### src/rtl/uart_rx.sv
// 8N1 UART receiver with OSR-times oversampling on an external CLK_EN tick.
// Optional 2-of-3 majority sampling is enabled by defining UART_RX_MAJORITY_EN.
module uart_rx #(
  parameter int OSR = 16
) (
  input  logic       CLK,
  input  logic       RST,
  input  logic       CLK_EN,
  input  logic       RX_IN,
  input  logic       RDY_CLR,
  output logic [7:0] DOUT,
  output logic       RDY,
  output logic       RX_BUSY,
  output logic       FRAME_ERR,
  output logic       OVERRUN
);

  typedef enum logic [1:0] {IDLE, START, DATA, STOP} state_t;

  localparam logic [3:0] HALF_LAST = 4'(OSR / 2 - 1);
  localparam logic [3:0] BIT_LAST  = 4'(OSR - 1);

  state_t     state_reg, state_next;
  logic [3:0] cnt_reg, cnt_next;
  logic [2:0] pos_reg, pos_next;
  logic [7:0] shift_reg, shift_next;
  logic [7:0] dout_reg, dout_next;
  logic       rdy_reg, rdy_next;
  logic       ferr_reg, ferr_next;
  logic       ovr_reg, ovr_next;
  logic       armed_reg, armed_next;
  logic [1:0] sync_reg;
  logic       rx;
  logic       bit_sample;
  logic       byte_done;

  // Two-flop synchronizer, idles high so reset does not look like a start bit.
  always_ff @(posedge CLK or posedge RST) begin
    if (RST) sync_reg <= 2'b11;
    else     sync_reg <= {sync_reg[0], RX_IN};
  end

  assign rx = sync_reg[1];

`ifdef UART_RX_MAJORITY_EN
  // rx at the two ticks preceding the current one; vote over target-2..target.
  logic [1:0] hist_reg;

  always_ff @(posedge CLK or posedge RST) begin
    if (RST)         hist_reg <= 2'b11;
    else if (CLK_EN) hist_reg <= {hist_reg[0], rx};
  end

  assign bit_sample = (hist_reg[0] & hist_reg[1]) | (hist_reg[0] & rx) | (hist_reg[1] & rx);
`else
  assign bit_sample = rx;
`endif

  always_ff @(posedge CLK or posedge RST) begin
    if (RST) begin
      state_reg <= IDLE;
      cnt_reg   <= 4'd0;
      pos_reg   <= 3'd0;
      shift_reg <= 8'h00;
      dout_reg  <= 8'h00;
      rdy_reg   <= 1'b0;
      ferr_reg  <= 1'b0;
      ovr_reg   <= 1'b0;
      armed_reg <= 1'b0;
    end else begin
      state_reg <= state_next;
      cnt_reg   <= cnt_next;
      pos_reg   <= pos_next;
      shift_reg <= shift_next;
      dout_reg  <= dout_next;
      rdy_reg   <= rdy_next;
      ferr_reg  <= ferr_next;
      ovr_reg   <= ovr_next;
      armed_reg <= armed_next;
    end
  end

  always_comb begin
    state_next = state_reg;
    cnt_next   = cnt_reg;
    pos_next   = pos_reg;
    shift_next = shift_reg;
    dout_next  = dout_reg;
    rdy_next   = rdy_reg;
    ferr_next  = ferr_reg;
    ovr_next   = ovr_reg;
    armed_next = armed_reg;
    byte_done  = 1'b0;

    if (CLK_EN) begin
      case (state_reg)
        IDLE: begin
          // A line that never went high (e.g. after a framing error) cannot start a frame.
          if (rx) armed_next = 1'b1;
          if (!rx && armed_reg) begin
            state_next = START;
            cnt_next   = 4'd0;
            pos_next   = 3'd0;
          end
        end
        START: begin
          if (cnt_reg == HALF_LAST) begin
            cnt_next   = 4'd0;
            state_next = bit_sample ? IDLE : DATA;
          end else begin
            cnt_next = cnt_reg + 4'd1;
          end
        end
        DATA: begin
          if (cnt_reg == BIT_LAST) begin
            cnt_next            = 4'd0;
            shift_next[pos_reg] = bit_sample;
            if (pos_reg == 3'd7) state_next = STOP;
            else                 pos_next   = pos_reg + 3'd1;
          end else begin
            cnt_next = cnt_reg + 4'd1;
          end
        end
        STOP: begin
          if (cnt_reg == BIT_LAST) begin
            cnt_next   = 4'd0;
            state_next = IDLE;
            if (bit_sample) begin
              byte_done = 1'b1;
            end else begin
              ferr_next  = 1'b1;
              armed_next = 1'b0;
            end
          end else begin
            cnt_next = cnt_reg + 4'd1;
          end
        end
        default: state_next = IDLE;
      endcase
    end

    if (RDY_CLR) begin
      rdy_next = 1'b0;
      ovr_next = 1'b0;
    end
    // A completing byte takes priority over a same-cycle acknowledge.
    if (byte_done) begin
      dout_next = shift_reg;
      rdy_next  = 1'b1;
      ferr_next = 1'b0;
      if (rdy_reg) ovr_next = 1'b1;
    end
  end

  assign DOUT      = dout_reg;
  assign RDY       = rdy_reg;
  assign FRAME_ERR = ferr_reg;
  assign OVERRUN   = ovr_reg;
  assign RX_BUSY   = (state_reg != IDLE);

endmodule

### config.mk
export PLATFORM = sky130hd
export DESIGN_NAME = uart_rx
export DESIGN_NICKNAME = d
export VERILOG_FILES = /design/src/rtl/uart_rx.sv
export SDC_FILE = /design/constraint.sdc
export NUM_CORES = 1
export LEC_CHECK = 0
export BUFFER_PORTS_ARGS = -buffer_cell sky130_fd_sc_hd__buf_2
export CAP_MARGIN = 20
export CORE_ASPECT_RATIO = 0.75
export CORE_MARGIN = 3
export CORE_UTILIZATION = 59
export CTS_BUF_LIST = sky130_fd_sc_hd__clkbuf_8
export DETAILED_ROUTE_END_ITERATION = 7
export HOLD_SLACK_MARGIN = 0.12
export PLACE_DENSITY_LB_ADDON = 0.05
export SETUP_SLACK_MARGIN = 0.02
export SLEW_MARGIN = 0
export SYNTH_ARGS = -nofsm -noshare
export SYNTH_HDL_FRONTEND = slang
export SYNTH_SLANG_ARGS = --single-unit
### constraint.sdc
create_clock -name CLK -period 1.8 [get_ports CLK]
set_input_delay 0.18 -clock CLK [delete_from_list [all_inputs] [get_ports CLK]]
set_output_delay 0.18 -clock CLK [all_outputs]
set_load 0.02 [all_outputs]
Word-level counts from Yosys, hierarchy flattened:

Index checks and enable logic that the tools add are counted.

* logic and storage cells: 83
* flip-flop bits (word level): 31
* output and inout bits: 12

* muxes and demuxes: 36
* $add $sub $neg: 2
* $lt $le $gt $ge: 2
* reduce and logical (&&, ||, !) cells: 18
* equal/unequal tests: 15

Operators with widths (number)
* $mux W1: 18
* $ne A2 B2 Y1 const B: 8
* $reduce_bool A2 Y1: 7
* $mux W2: 6
* $mux W4: 3
* $pmux W4 S3: 1
* $reduce_and A5 Y1: 2
* $mux W3: 3
* $bwmux W8: 1
* $pmux W2 S4: 1
* $pmux W3 S2: 1
* $reduce_and A6 Y1: 1
* $add A4 B1 Y4 const B: 1
* $eq A2 B2 Y1 const B: 2
* $eq A4 B3 Y1 const B: 1
* $eq A4 B4 Y1 const B: 1
* $lt A3 B4 Y1 const B: 1
* $reduce_and A4 Y1: 1
* $add A3 B1 Y3 const B: 1
* $demux W1 S3: 1
* $eq A3 B3 Y1 const B: 1
* $ge A3 B1 Y1 const B: 1
* $reduce_and A3 Y1: 1
* $eq A2 B1 Y1 const B: 1
* 7 further kinds: 8

Longest topological paths before layout:

* word-level depth: 6
* depth in mapped cells: 6

Worst setup path after synthesis:

OpenSTA, ideal clock, no wires.

* path kind: reg2reg
* start: register cnt_reg[0]
* end: register shift_reg[2]
* library setup time: 0.125 ns
* path slack: 0.247 ns
* cell stages (with the launch flop): 5
* data arrival time: 1.428 ns
* period minus slack after synthesis: 1.553 ns
* required time: 1.675 ns
* path through: dfrtp_1 ha_1 nand4_2 nor4b_2 mux2_2

* cells in the longest elaborated chain, start to end: 2

Ends and longest elaborated chain
* from (decl): line 24 `logic [3:0] cnt_reg, cnt_next;`
* from (signal assigned): line 72 `cnt_reg <= cnt_next;`
* $eq A4 B4 Y1: line 115 `if (cnt_reg == BIT_LAST) begin`
* $reduce_and A3 Y1 (no source line)
* to (signal assigned): line 74 `shift_reg <= shift_next;`
* to (decl): line 26 `logic [7:0] shift_reg, shift_next;`

Every way passes these cells.
A chain may end at the register's enable or synchronous reset.

Final worst setup path:

* start: register cnt_reg[0]
* end: register dout_reg[5] (netlist: DOUT[5])

* cells in the longest elaborated chain, start to end: 4

Ends and longest elaborated chain
* $eq A4 B4 Y1: line 125 `if (cnt_reg == BIT_LAST) begin`
* $mux W1: line 125
* $mux W1: line 96 `case (state_reg)`
* $mux W1: line 95 `if (CLK_EN) begin`
* to (signal assigned): line 75 `dout_reg <= dout_next;`
* to (decl): line 27 `logic [7:0] dout_reg, dout_next;`

Every way passes these cells.

==> out/metrics.yaml <==
end_kind: "flip-flop"
clock_latency_ns: 0.27
via_per_inst: 5.41
grt_antenna_before_repair: 0
dieArea_um2: 3140
drtIter0Drc: 50
fp.dieW_um: 63.8
cts_made_buffers: 5
critPathRequiredTime_ns: 1.95
synthCells: 112
yosys_warnings: 0
peakVddDrop_mv: 0.844
min_period_ns: 1.70
outcome: "complete, no violations"
clk_path_buf_depth: 2
synth-compound-area-share: 0.0780
cts_num_sinks: 31
place_area_um2: 1600
drt_wl_total_um: 2640
finalPower_uw: 1770
synth_cell_type_count: 34
yosys.area_share.simple: 0.164
first_global_vias: 905
p_int_uw: 1200
syn_area_um2: 1480
clock-root-buffer: "clkbuf_8"
syn_avg_cell_area_um2: 13.2
power_density_nw_per_um2: 1010
synthMuxAreaShare: 0.169
hp-class: "input pin to flip-flop"
max_slew.worst_pin.slew_ns: 0.372
fin_crit_sh: 0.942
worst_setup_path_start_kind: "flip-flop"
n_fill_cell: 152
hold_viol: 0
p_switching_uw: 567
clk_pin_slew_ns: 0.06
rsz0062_at_grt: "no"
num_vias: 942
port-buffer-count: 16
leakagePower_uw: 0.000852
critPathArrivalTime_ns: 1.85
cts_tree: "done"
cts_max_level: 2
finalSetupTns_ns: 0
synth_top_family_by_area: "multiplexers"
synthXorXnorAreaFrac: 0.00593
avgRoutedWirePerCell_um: 15.1
nets: 147
grt_pass1_wl_um: 4210
ys_seq_area_frac: 0.527
core_area_um2: 2350
antenna_cells: 0
initial_core_util: 0.629
grt_max_degree: 32
rows: 15
hpwl_um: 1740
synth-adder-area-share: 0.0254
fmax_mhz: 590
synth_seq_cells: 31
finClkSkew_ns: 0.00569
drive_above_1_share: 0.414
p_seq_frac: 0.495
area_growth_pct: 18.4
grt_use_total: 0.181
p_comb_frac: 0.226
critical_path_peak_fanout: 10
relSlewSlack: 0.752
gp_congestion: 0.808
syn_nets: 120
clkPwrFrac: 0.279
drc_errors: 0
setup_violations: 0
overflow: 0
max-cap-violations: 0
ios: 17
ant_nets: 0
final_area_um2: 1750
die_y_um: 49.3
power.share.switching: 0.320
dr.pass1.iters: 4
worstSetupPathType: "flip-flop to flip-flop"
drv_slew: 0
[final timing paths]
path | from | endpoint | slack (ns) | cells after the start
setup reg to reg | cnt_reg[0]$_DFFE_PP0P_ | DOUT[5]$_DFFE_PP0P_ | 0.10 | 4
max in group asynchronous | RST | sync_reg[0]$_DFF_PP1_ | 0.95 | 4
min in group asynchronous | RST | state_reg[0]$_DFFE_PP0P_ | 0.53 | 4
hold / removal | CLK_EN | state_reg[0]$_DFFE_PP0P_ | 0.28 | 3
hold reg to reg | sync_reg[0]$_DFF_PP1_ | sync_reg[1]$_DFF_PP1_ | 0.36 | 0
setup / recovery | cnt_reg[0]$_DFFE_PP0P_ | DOUT[5]$_DFFE_PP0P_ | 0.10 | 4
[synth_stat cells]
cell type	n	area share
clkbuf_1	1	0.0025
nor3b_1	1	0.0051
dfstp_2	2	0.036
nor3_1	3	0.010
a21oi_1	3	0.010
dfrtp_1	29	0.49
o31ai_1	2	0.010
nand3_1	3	0.010
a32o_1	3	0.020
mux2i_1	1	0.0068
o21ai_0	2	0.0068
a311oi_1	1	0.0059
a41oi_2	1	0.011
nor2b_1	2	0.0085
and3_4	2	0.015
nand2b_1	1	0.0042
xnor2_1	1	0.0059
nor4b_2	2	0.020
nor3b_4	1	0.013
nor2_1	6	0.015
and2b_1	1	0.0051
and4_4	1	0.0076
nand4_4	1	0.014
a22o_1	1	0.0059
nand4_2	1	0.0085
o21ai_1	1	0.0034
nor4_1	2	0.0085
buf_4	3	0.015
ha_1	3	0.025
o22ai_1	1	0.0042
inv_1	5	0.013
mux2_2	8	0.061
nand2_1	7	0.018
mux2_4	10	0.10
[cells by family after synthesis]
family,Yosys count
AND/OR/NAND/NOR,34
XOR/XNOR,1
multiplexers,19
AO/OA/AOI/OAI,15
buffers and inverters,9
flip-flops,31
adder cells (fa/ha/maj),3
[layout make-up]
cell class              instances  area [µm²]  share of cell area
clock buffers                   5        68.8              0.0394
clock inverters                 3        12.5             0.00716
inverters                       5        18.8              0.0107
multi-input cells              72         679               0.389
flip-flops and latches         31         778               0.445
well taps                      34        42.5              0.0243
repair buffers                 24         148              0.0845
[routing by layer]
metal  track usage  up-vias  routed length [µm]
met4        0.0824        0                  17
met5             0        -                   0
li1              -      464                   -
met1         0.264      458                1360
met3        0.0599        2                 100
met2         0.241       18                1160
[placed cells by master, fill, tap and decap left out, types with 3 or more instances in the layout]
master and n:
a21oi_1 3, dlygate4sd3_1 3, nand2_1 7, a32o_1 3, buf_4 5, buf_2 16
dfrtp_1 29, clkbuf_8 5, mux2_2 8, nor2_1 6, mux2_4 10, nand3_1 3
inv_1 7, nor3_1 3
[power groups by stage]
stage               Combinational [µW]  Sequential (µW)  Clock (µW)
global route                       449              889         552
CTS                                390              864         509
floorplan                          318              842           0
finish                             401              876         494
detailed placement                 379              876           0
global placement                   370              872           0
[stage by stage]
step	setup WS, ns	std cells	hold WS (ns)	util
floorplan	0.247	112	0.184	-
global placement	0.144	162	0.268	0.683
detailed placement	0.0768	162	0.272	0.683
CTS	0.0736	173	0.253	0.731
global route	0.0191	174	0.290	0.745
finish	0.105	174	0.276	0.745
[what timing repair did]
item / CTS / global route
resized for setup: 0 / 4
setup buffers: 0 / 1
endpoints found under the hold margin: 32 / 0
endpoints found under the setup margin: 0 / 5
hold buffers: 3 / 0
[critical path: stages, from the launching register on]
cell	delay, ns
dfrtp_1	0.39
ha_2	0.27
and4_4	0.29
nand4_4	0.25
mux2_4	0.38
No activity file was read; power rests on OpenSTA's default activity.
